==> src/rtl/rx_field_counter.sv <==
// Receive data-field word counter: captures the client length, counts data words,
// flags the last real-data and last padded words and supplies the last-word byte enables.
module rx_field_counter #(
  parameter int unsigned DATA_BYTES = 8,
  parameter int unsigned CNT_WIDTH  = 13,
  parameter int unsigned LEN_WIDTH  = 16,
  parameter int unsigned MIN_DATA   = 46,
  parameter int unsigned MAX_DATA   = 1500
) (
  input  logic                  rxclk,
  input  logic                  reset,
  input  logic                  len_valid,
  input  logic [LEN_WIDTH-1:0]  length_field,
  input  logic                  tagged_frame,
  input  logic                  start_data_cnt,
  input  logic                  abort,
  output logic [CNT_WIDTH-1:0]  word_cnt,
  output logic                  end_data_cnt,
  output logic                  end_small_cnt,
  output logic                  small_frame,
  output logic [DATA_BYTES-1:0] last_be,
  output logic                  len_error,
  output logic                  cnt_overflow,
  output logic                  busy
);

  localparam int unsigned LOG2_DB = $clog2(DATA_BYTES);
  localparam int unsigned CMP_W   = (CNT_WIDTH > LEN_WIDTH) ? CNT_WIDTH : LEN_WIDTH;
  localparam logic [LEN_WIDTH-1:0] MAX_LEN   = LEN_WIDTH'(MAX_DATA);
  localparam logic [LEN_WIDTH-1:0] MIN_UNTAG = LEN_WIDTH'(MIN_DATA);
  localparam logic [LEN_WIDTH-1:0] MIN_TAG   = LEN_WIDTH'(MIN_DATA - 4);

  typedef enum logic [2:0] {IDLE, ARMED, COUNT, TYPE, DONE} state_t;

  state_t state, next_state;

  logic [LEN_WIDTH-1:0]  int_cnt, small_int_cnt;
  logic                  small_valid, type_seen;
  logic [LEN_WIDTH-1:0]  min_len, field_len, cap_int_cnt, cap_small_int;
  logic [LOG2_DB-1:0]    len_rem;
  logic [DATA_BYTES-1:0] cap_be;
  logic                  is_type, word_at_int, word_at_small;

  assign is_type       = length_field > MAX_LEN;
  assign word_at_int   = CMP_W'(word_cnt) == CMP_W'(int_cnt);
  assign word_at_small = CMP_W'(word_cnt) == CMP_W'(small_int_cnt);

  // Word indices are (bytes-1)/DATA_BYTES, i.e. ceil(bytes/DATA_BYTES)-1.
  always_comb begin
    min_len       = tagged_frame ? MIN_TAG : MIN_UNTAG;
    field_len     = (length_field > min_len) ? length_field : min_len;
    cap_int_cnt   = (field_len - LEN_WIDTH'(1)) >> LOG2_DB;
    cap_small_int = (length_field - LEN_WIDTH'(1)) >> LOG2_DB;
    len_rem       = length_field[LOG2_DB-1:0];
    cap_be        = '0;
    if (length_field == '0) begin
      cap_be = '0;
    end else if (len_rem == '0) begin
      cap_be = '1;
    end else begin
      for (int unsigned i = 0; i < DATA_BYTES; i++) begin
        cap_be[i] = (i < 32'(len_rem));
      end
    end
  end

  always_ff @(posedge rxclk) begin
    if (!reset) state <= IDLE;
    else        state <= next_state;
  end

  always_comb begin
    next_state = state;
    if (abort) begin
      next_state = IDLE;
    end else begin
      case (state)
        IDLE:  if (len_valid) next_state = is_type ? TYPE : ARMED;
        ARMED: if (start_data_cnt) next_state = end_data_cnt ? DONE : COUNT;
        COUNT: if (end_data_cnt) next_state = DONE;
        TYPE:  if (!start_data_cnt && type_seen) next_state = IDLE;
        DONE:  if (!start_data_cnt) next_state = IDLE;
        default: next_state = IDLE;
      endcase
    end
  end

  // end_small_cnt yields to end_data_cnt when both land on the same word.
  always_comb begin
    end_data_cnt  = 1'b0;
    end_small_cnt = 1'b0;
    busy          = (state != IDLE);
    if (state == ARMED || state == COUNT) begin
      end_data_cnt  = start_data_cnt & word_at_int;
      end_small_cnt = small_frame & small_valid & start_data_cnt
                      & word_at_small & ~word_at_int;
    end
  end

  always_ff @(posedge rxclk) begin
    if (!reset) begin
      word_cnt      <= '0;
      small_frame   <= 1'b0;
      last_be       <= '0;
      len_error     <= 1'b0;
      cnt_overflow  <= 1'b0;
      int_cnt       <= '0;
      small_int_cnt <= '0;
      small_valid   <= 1'b0;
      type_seen     <= 1'b0;
    end else if (abort) begin
      word_cnt    <= '0;
      small_frame <= 1'b0;
      last_be     <= '0;
      len_error   <= 1'b0;
      type_seen   <= 1'b0;
    end else begin
      len_error <= 1'b0;
      case (state)
        IDLE: begin
          if (len_valid) begin
            word_cnt     <= '0;
            cnt_overflow <= 1'b0;
            type_seen    <= 1'b0;
            if (is_type) begin
              len_error     <= 1'b1;
              small_frame   <= 1'b0;
              last_be       <= '0;
              int_cnt       <= '0;
              small_int_cnt <= '0;
              small_valid   <= 1'b0;
            end else begin
              small_frame   <= (length_field < min_len);
              last_be       <= cap_be;
              int_cnt       <= cap_int_cnt;
              small_int_cnt <= cap_small_int;
              small_valid   <= (length_field != '0);
            end
          end
        end
        ARMED, COUNT: begin
          if (start_data_cnt && !word_at_int) begin
            if (&word_cnt) cnt_overflow <= 1'b1;
            else           word_cnt     <= word_cnt + CNT_WIDTH'(1);
          end
        end
        TYPE: begin
          if (start_data_cnt) begin
            type_seen <= 1'b1;
            if (&word_cnt) cnt_overflow <= 1'b1;
            else           word_cnt     <= word_cnt + CNT_WIDTH'(1);
          end
        end
        default: ;
      endcase
    end
  end

endmodule

==> config.mk <==
export PLATFORM = sky130hd
export DESIGN_NAME = rx_field_counter
export DESIGN_NICKNAME = d
export VERILOG_FILES = /design/src/rtl/rx_field_counter.sv
export SDC_FILE = /design/constraint.sdc
export NUM_CORES = 1
export LEC_CHECK = 0
export CELL_PAD_IN_SITES_DETAIL_PLACEMENT = 0
export CELL_PAD_IN_SITES_GLOBAL_PLACEMENT = 1
export CORE_UTILIZATION = 35
export DETAILED_ROUTE_END_ITERATION = 7
export PLACE_DENSITY = 0.76
export SYNTH_ARGS = -nofsm -noshare
export SYNTH_HDL_FRONTEND = slang
export SYNTH_SLANG_ARGS = --single-unit
export TNS_END_PERCENT = 20
==> constraint.sdc <==
create_clock -name rxclk -period 1.8 [get_ports rxclk]
set_input_delay 0.36 -clock rxclk [delete_from_list [all_inputs] [get_ports rxclk]]
set_output_delay 0.36 -clock rxclk [all_outputs]
set_load 0.05 [all_outputs]
==> flow_summary.yaml, run 1 <==
clock_network:
  clk_path_buf_depth: 2
  numCtsBuffers: 5
  postCtsHoldBufs: 0
  clk_pin_slew_ns: 0.10
  cts_root_buffer: "clkbuf_8"
  clock-sinks: 55
  ctsHtreeMaxLevel: 2
  clk_latency_ns: 0.31
  cts_tree: "built"
yosys:
  synth-seq-cells: 55
  synth_edf_count: 0
  synth_ff_type: "dfxtp_1"
  synth_cell_type_count: 51
  syn-cell-area_um2: 2810
  async_flop_share: 0
  avgSynthCellArea_um2: 8.44
  ys_seq_area_frac: 0.392
  syn_inst: 333
  yosysWarnings: 0
  syn-num-nets: 357
drt:
  antenna_left: 0
  vias: 2863
  via_per_inst: 5.07
  drc: 0
  wl_per_cell_um: 14.4
  wl_um: 8160
  drt_iter0_drc: 116
  dr.pass1.iters: 4
critical_path:
  critical_path.endpoint_type: "output pin"
  path_class: "flip-flop to output pin"
  path_max_fanout: 6
  required_ns: 1.44
  cp-start-kind: "flip-flop"
  crit_arrival_ns: 1.94
placed_design:
  globalplace.congestion: 0.866
  dp_hpwl_um: 6170
  dp.cells: 549
  port_buffers: 48
  dp_slack_ns: -0.610
power:
  powerDensity_nw_per_um2: 543
  p_total_uw: 2420
  leakage_uw: 0.00202
  ir_worst_vdd_mv: 0.309
flow_run:
  drv_cap: 0
finish:
  nNetsFinal: 486
  antennaDiodeCount: 0
  n_fill_cell: 695
  stdcell_count: 565
  area_growth_pct: 59.1
  drive_gt1_frac: 0.441
global_routing:
  overflow: 0
  antenna_found_initial: 0
  first_global_vias: 2747
  gr-usage-all-layers: 0.199
  grt_pass1_wl_um: 13100
  grt_max_degree: 18
timing:
  finalCritPeriodShare: 1.28
  slew_headroom: 0.721
  tightest_slew_ns: 0.416
  rsz0062_at_grt: "yes"
  slew_violations: 0
  fmax_ghz: 0.435
  timing.final.ws_setup_ns: -0.500
  skew_ns: 0.00800
  post-route-min-period_ns: 2.30
  setup_violations: 24
  hold_viol_final: 0
floorplan:
  coreArea_um2: 7730
  die_area_um2: 8390
  die_w_um: 91.6
  boundaryPins: 49
  die_h_um: 91.6
  rows: 32
  start_util: 0.364
status:
  violations: "negative setup slack"
  status: "complete, but fails checks"
min_path:
  hold_path_class: "flip-flop to flip-flop"
where the power goes:
part / leakage (uW) / internal, uW / switching [uW] / total (uW)
clock network: 0.0000489 / 319 / 421 / 740
registers: 0.000458 / 1210 / 12.1 / 1220
logic: 0.00151 / 232 / 230 / 462
final cells by class:
| class | count | area [um^2] | share of cell area |
|---|---|---|---|
| flip-flops and latches | 55 | 1150 | 0.258 |
| multi-input cells | 252 | 1860 | 0.417 |
| inverters | 7 | 26.3 | 0.00588 |
| clock inverters | 1 | 8.76 | 0.00196 |
| well taps | 102 | 128 | 0.0286 |
| repair buffers | 141 | 1200 | 0.269 |
| clock buffers | 7 | 86.3 | 0.0193 |
layer usage:
metal,global-route usage,share of wire,up-vias
li1,-,-,1451
met1,0.261,0.48,1342
met2,0.326,0.47,56
met3,0.0335,0.036,14
met4,0.0728,0.019,0
met5,0,0,-
registers in the layout (all words and copies together), names as in the netlist:
name,cells
small_valid,1
cnt_overflow,1
len_error,1
small_int_cnt,13
last_be,8
state,3
type_seen,1
small_frame,1
int_cnt,13
word_cnt,13
cells in the final DEF (no fill, tap or decap), types with 6 or more instances in the layout:
cell and instances:
dlygate4sd2_1 6, xor2_2 6, dfxtp_1 32, dfxtp_4 10, clkbuf_8 6, clkdlybuf4s50_1 9
o21ai_2 8, buf_4 107, nand4_1 11, xor2_1 16, dlymetal6s2s_1 6, o21ai_1 15
nand3_1 9, a21oi_1 7, nor3_1 6, xnor2_1 13, inv_1 7, or4_4 7
buf_6 9, nor2_1 16, dfxtp_2 13, nand2_1 41, a21o_1 9
worst paths after layout:
path                        end        start  cells after the start  slack (ns)
hold reg to reg      last_be[0]   last_be[0]                      2        0.45
setup / recovery  end_small_cnt  word_cnt[6]                      6       -0.50
setup reg to reg    word_cnt[7]     state[2]                      6       -0.17
hold / removal       last_be[0]   last_be[0]                      2        0.45
Yosys cell counts (all sizes together), types with 2 or more instances:
master | count | share of area
a211oi | 2 | 0.0053
nand4 | 11 | 0.025
nand2 | 41 | 0.055
a31oi | 3 | 0.0067
nor4b | 2 | 0.012
or2 | 2 | 0.0045
or3 | 5 | 0.011
ha | 2 | 0.0089
inv | 7 | 0.0094
or4 | 12 | 0.032
o31ai | 4 | 0.011
buf | 5 | 0.014
nand2b | 2 | 0.0045
xor2 | 22 | 0.069
and4 | 3 | 0.0094
nor4 | 8 | 0.022
o211ai | 4 | 0.011
o21ai | 26 | 0.046
clkbuf | 14 | 0.019
a21oi | 14 | 0.026
nor2b | 3 | 0.0067
nor3 | 8 | 0.016
o21a | 2 | 0.0053
dfxtp | 55 | 0.39
nor2 | 18 | 0.024
and3 | 4 | 0.0089
a21o | 10 | 0.027
xnor2 | 13 | 0.041
a211o | 2 | 0.0062
and2 | 6 | 0.013
nand3 | 10 | 0.018
what timing repair did:
action | 4_1_cts | 5_1_grt
cloned | 0 | 0
endpoints found under the setup margin | 51 | 53
pin swaps | 19 | 30
resized for setup | 39 | 64
buffers inserted | 5 | 4
worst max-delay path: stages, from the launching register on:
cell and delay, ns:
dfxtp_4 0.40, xor2_1 0.26, nor4_4 0.08, and4b_2 0.27, buf_6 0.13, nor4_4 0.32
buf_12 0.18
through the flow:
| step | TNS (ns) | utilization | hold WS, ns | cell area [um^2] |
|---|---|---|---|---|
| 2_1_floorplan | -2.46 | - | 0.423 | 2880 |
| 3_3_place_gp | -22.51 | 0.517 | 0.435 | 4000 |
| 3_5_place_dp | -24.39 | 0.517 | 0.439 | 4000 |
| 4_1_cts | -2.40 | 0.545 | 0.454 | 4210 |
| 5_1_grt | -5.90 | 0.578 | 0.478 | 4470 |
| 6_report | -2.12 | 0.578 | 0.451 | 4470 |
cell families after synthesis:
group           after synthesis  synth area share
simple gates                141             0.280
compound gates               73             0.164
flops                        55             0.392
xor+xnor                     35             0.109
buf+inv                      26            0.0423
fa+ha+maj                     2           0.00891
mux                           1           0.00356
No activity file was read; power rests on OpenSTA's default activity.
==> run 2, diff against run 1 <==
- CTS_CLUSTER_DIAMETER: default -> 200
==> results of run 2 <==
The final DEF is identical to that of run 1; final timing and power are the same.
==> run 3, diff against run 2 <==
- PLACE_DENSITY: 0.76 -> default
- PLACE_DENSITY_LB_ADDON: default -> 0.08
==> run 3 against run 2 <==
  * The run still ends with negative setup slack left
  * Clock skew grew 0.0010 ns
  * Count of clock-buffer cells in the layout shrank 1
  * Sequential cell count did not move
  * Sequential power is essentially flat
  * Wire length decreased by 1.0%
  * Critical endpoint unchanged
  * Clock power is 16% higher
==> flow_summary.yaml, run 3 (synthesis results as in run 1) <==
critical_path:
  critPathMaxStageDelay_ns: 0.37
  r2r_setup_slack_ns: -0.22
  cp-start-kind: "flip-flop"
  worst_path_max_delay_cell: "dfxtp_4"
  path_class: "flip-flop to output pin"
  crit_arrival_ns: 1.94
  path_max_fanout: 3
  crit_family: "simple AND/OR/NAND/NOR gates"
  required_ns: 1.44
  critical_path.endpoint_type: "output pin"
  cp.buffers_inverters: 2
  path_cells: "buf_6 -> xor2_1 -> nor4_1 -> nand4_1 -> nor4_4 -> buf_12"
drt:
  drt_iter0_drc: 89
  met2_length_um: 3710
  wl_met1_um: 4000
  via_per_inst: 5.04
  vias: 2855
  wl_per_cell_um: 14.2
  dr.pass1.iters: 4
  dr.max_layer_used: "met4"
  antenna_left: 0
  wl_um: 8080
  routed-wl-met3_um: 210
  drc: 0
floorplan:
  die_area_um2: 8390
  die_h_um: 91.6
  die_w_um: 91.6
  boundaryPins: 49
  coreArea_um2: 7730
  rows: 32
  start_util: 0.364
power:
  switchingPower_uw: 651
  p_int_uw: 1900
  p_total_uw: 2550
  clkPwrFrac: 0.338
  p_seq_frac: 0.480
  leakage_uw: 0.00197
  power_frac_comb: 0.182
  powerDensity_nw_per_um2: 577
  swShare: 0.256
  ir_worst_vdd_mv: 0.332
placed_design:
  dp_hpwl_um: 6280
  dpl_cell_area_um2: 4010
  dp_slack_ns: -0.655
  port_buffers: 48
  globalplace.congestion: 0.795
finish:
  multi_input_area_um2: 1800
  antennaDiodeCount: 0
  n_fill_cell: 718
  final_cell_mix: "buf_4 (109), nand2_1 (41), dfxtp_1 (36), xor2_1 (20), nor2_1 (16)"
  area_growth_pct: 57.2
  nNetsFinal: 488
  reg.largest.list: "int_cnt x13, small_int_cnt x13, word_cnt x13"
  design_area_um2: 4420
  drive_gt1_frac: 0.411
  final_common_cell: "buf_4"
  layout.area.seq_um2: 1150
global_routing:
  grt_pass1_wl_um: 13400
  grt_max_degree: 17
  antenna_found_initial: 0
  gr-usage-all-layers: 0.205
  first_global_vias: 2757
  overflow: 0
clock_network:
  clk_pin_slew_ns: 0.09
  clock-sinks: 55
  numCtsBuffers: 5
  cts_tree: "built"
  clk_path_buf_depth: 2
  postCtsHoldBufs: 0
  ctsHtreeMaxLevel: 2
  clk_latency_ns: 0.31
  cts_root_buffer: "clkbuf_8"
flow_run:
  drv_cap: 0
timing:
  slew_headroom: 0.688
  post-route-min-period_ns: 2.30
  whs_ns: 0.450
  rsz0062_at_grt: "yes"
  fmax_ghz: 0.435
  skew_ns: 0.00901
  timing.final.ws_setup_ns: -0.500
  finalCritPeriodShare: 1.28
  setup_violations: 11
  tightest_slew_ns: 0.464
  slew_violations: 0
  hold_viol_final: 0
min_path:
  hold_path_class: "flip-flop to flip-flop"
status:
  status: "complete, but fails checks"
  violations: "negative setup slack"
## run 3: worst register-to-register path, cell delays in order (launching register included)
cell and delay (ns):
dfxtp_4 0.39, ha_2 0.23, and2_1 0.18, nand2_1 0.06, or4_4 0.53, or4_1 0.51
nand2_1 0.08
## run 3: per-stage QoR
stage	TNS, ns	utilization	std cells
final	-1.87	0.571	567
after global routing	-3.44	0.571	567
after CTS	-2.07	0.554	564
after detailed placement	-25.37	0.519	551
after global placement	-25.07	0.519	551
after floorplan	-2.46	-	333
## run 3: power groups by stage
stage          sequential, uW  combinational, uW  clock (uW)
5_1_grt                  1220                499         952
3_5_place_dp             1260                424           0
2_1_floorplan            1260                188           0
3_3_place_gp             1260                422           0
6_report                 1220                464         861
4_1_cts                  1220                446         890
## run 3: path summary, 6_finish.rpt
kind,from,to,depth (start not counted)
min reg2reg,last_be[3],last_be[3],2
max,word_cnt[5],end_small_cnt,6
min,last_be[3],last_be[3],2
max reg2reg,word_cnt[0],word_cnt[8],6
## run 3: layer usage
layer,vias to the layer above,GRT usage
met4,0,0.0622
met1,1341,0.274
met3,12,0.0352
met5,-,0
li1,1457,-
met2,45,0.335
## run 3: cell type report
| cell class | instances | share of cell area |
|---|---|---|
| Multi-Input combinational cell | 253 | 0.409 |
| Timing Repair Buffer | 142 | 0.269 |
| Sequential cell | 55 | 0.260 |
| Tap cell | 102 | 0.0289 |
| Clock buffer | 6 | 0.0187 |
| Clock inverter | 2 | 0.00793 |
| Inverter | 7 | 0.00595 |
## run 3: timing repair
action                     CTS  global route
pin swaps                   14            26
setup endpoints to repair   52            45
gates cloned                 0             1
gates resized for setup     47            29
setup buffers                5             3
hold endpoints to repair     0             0
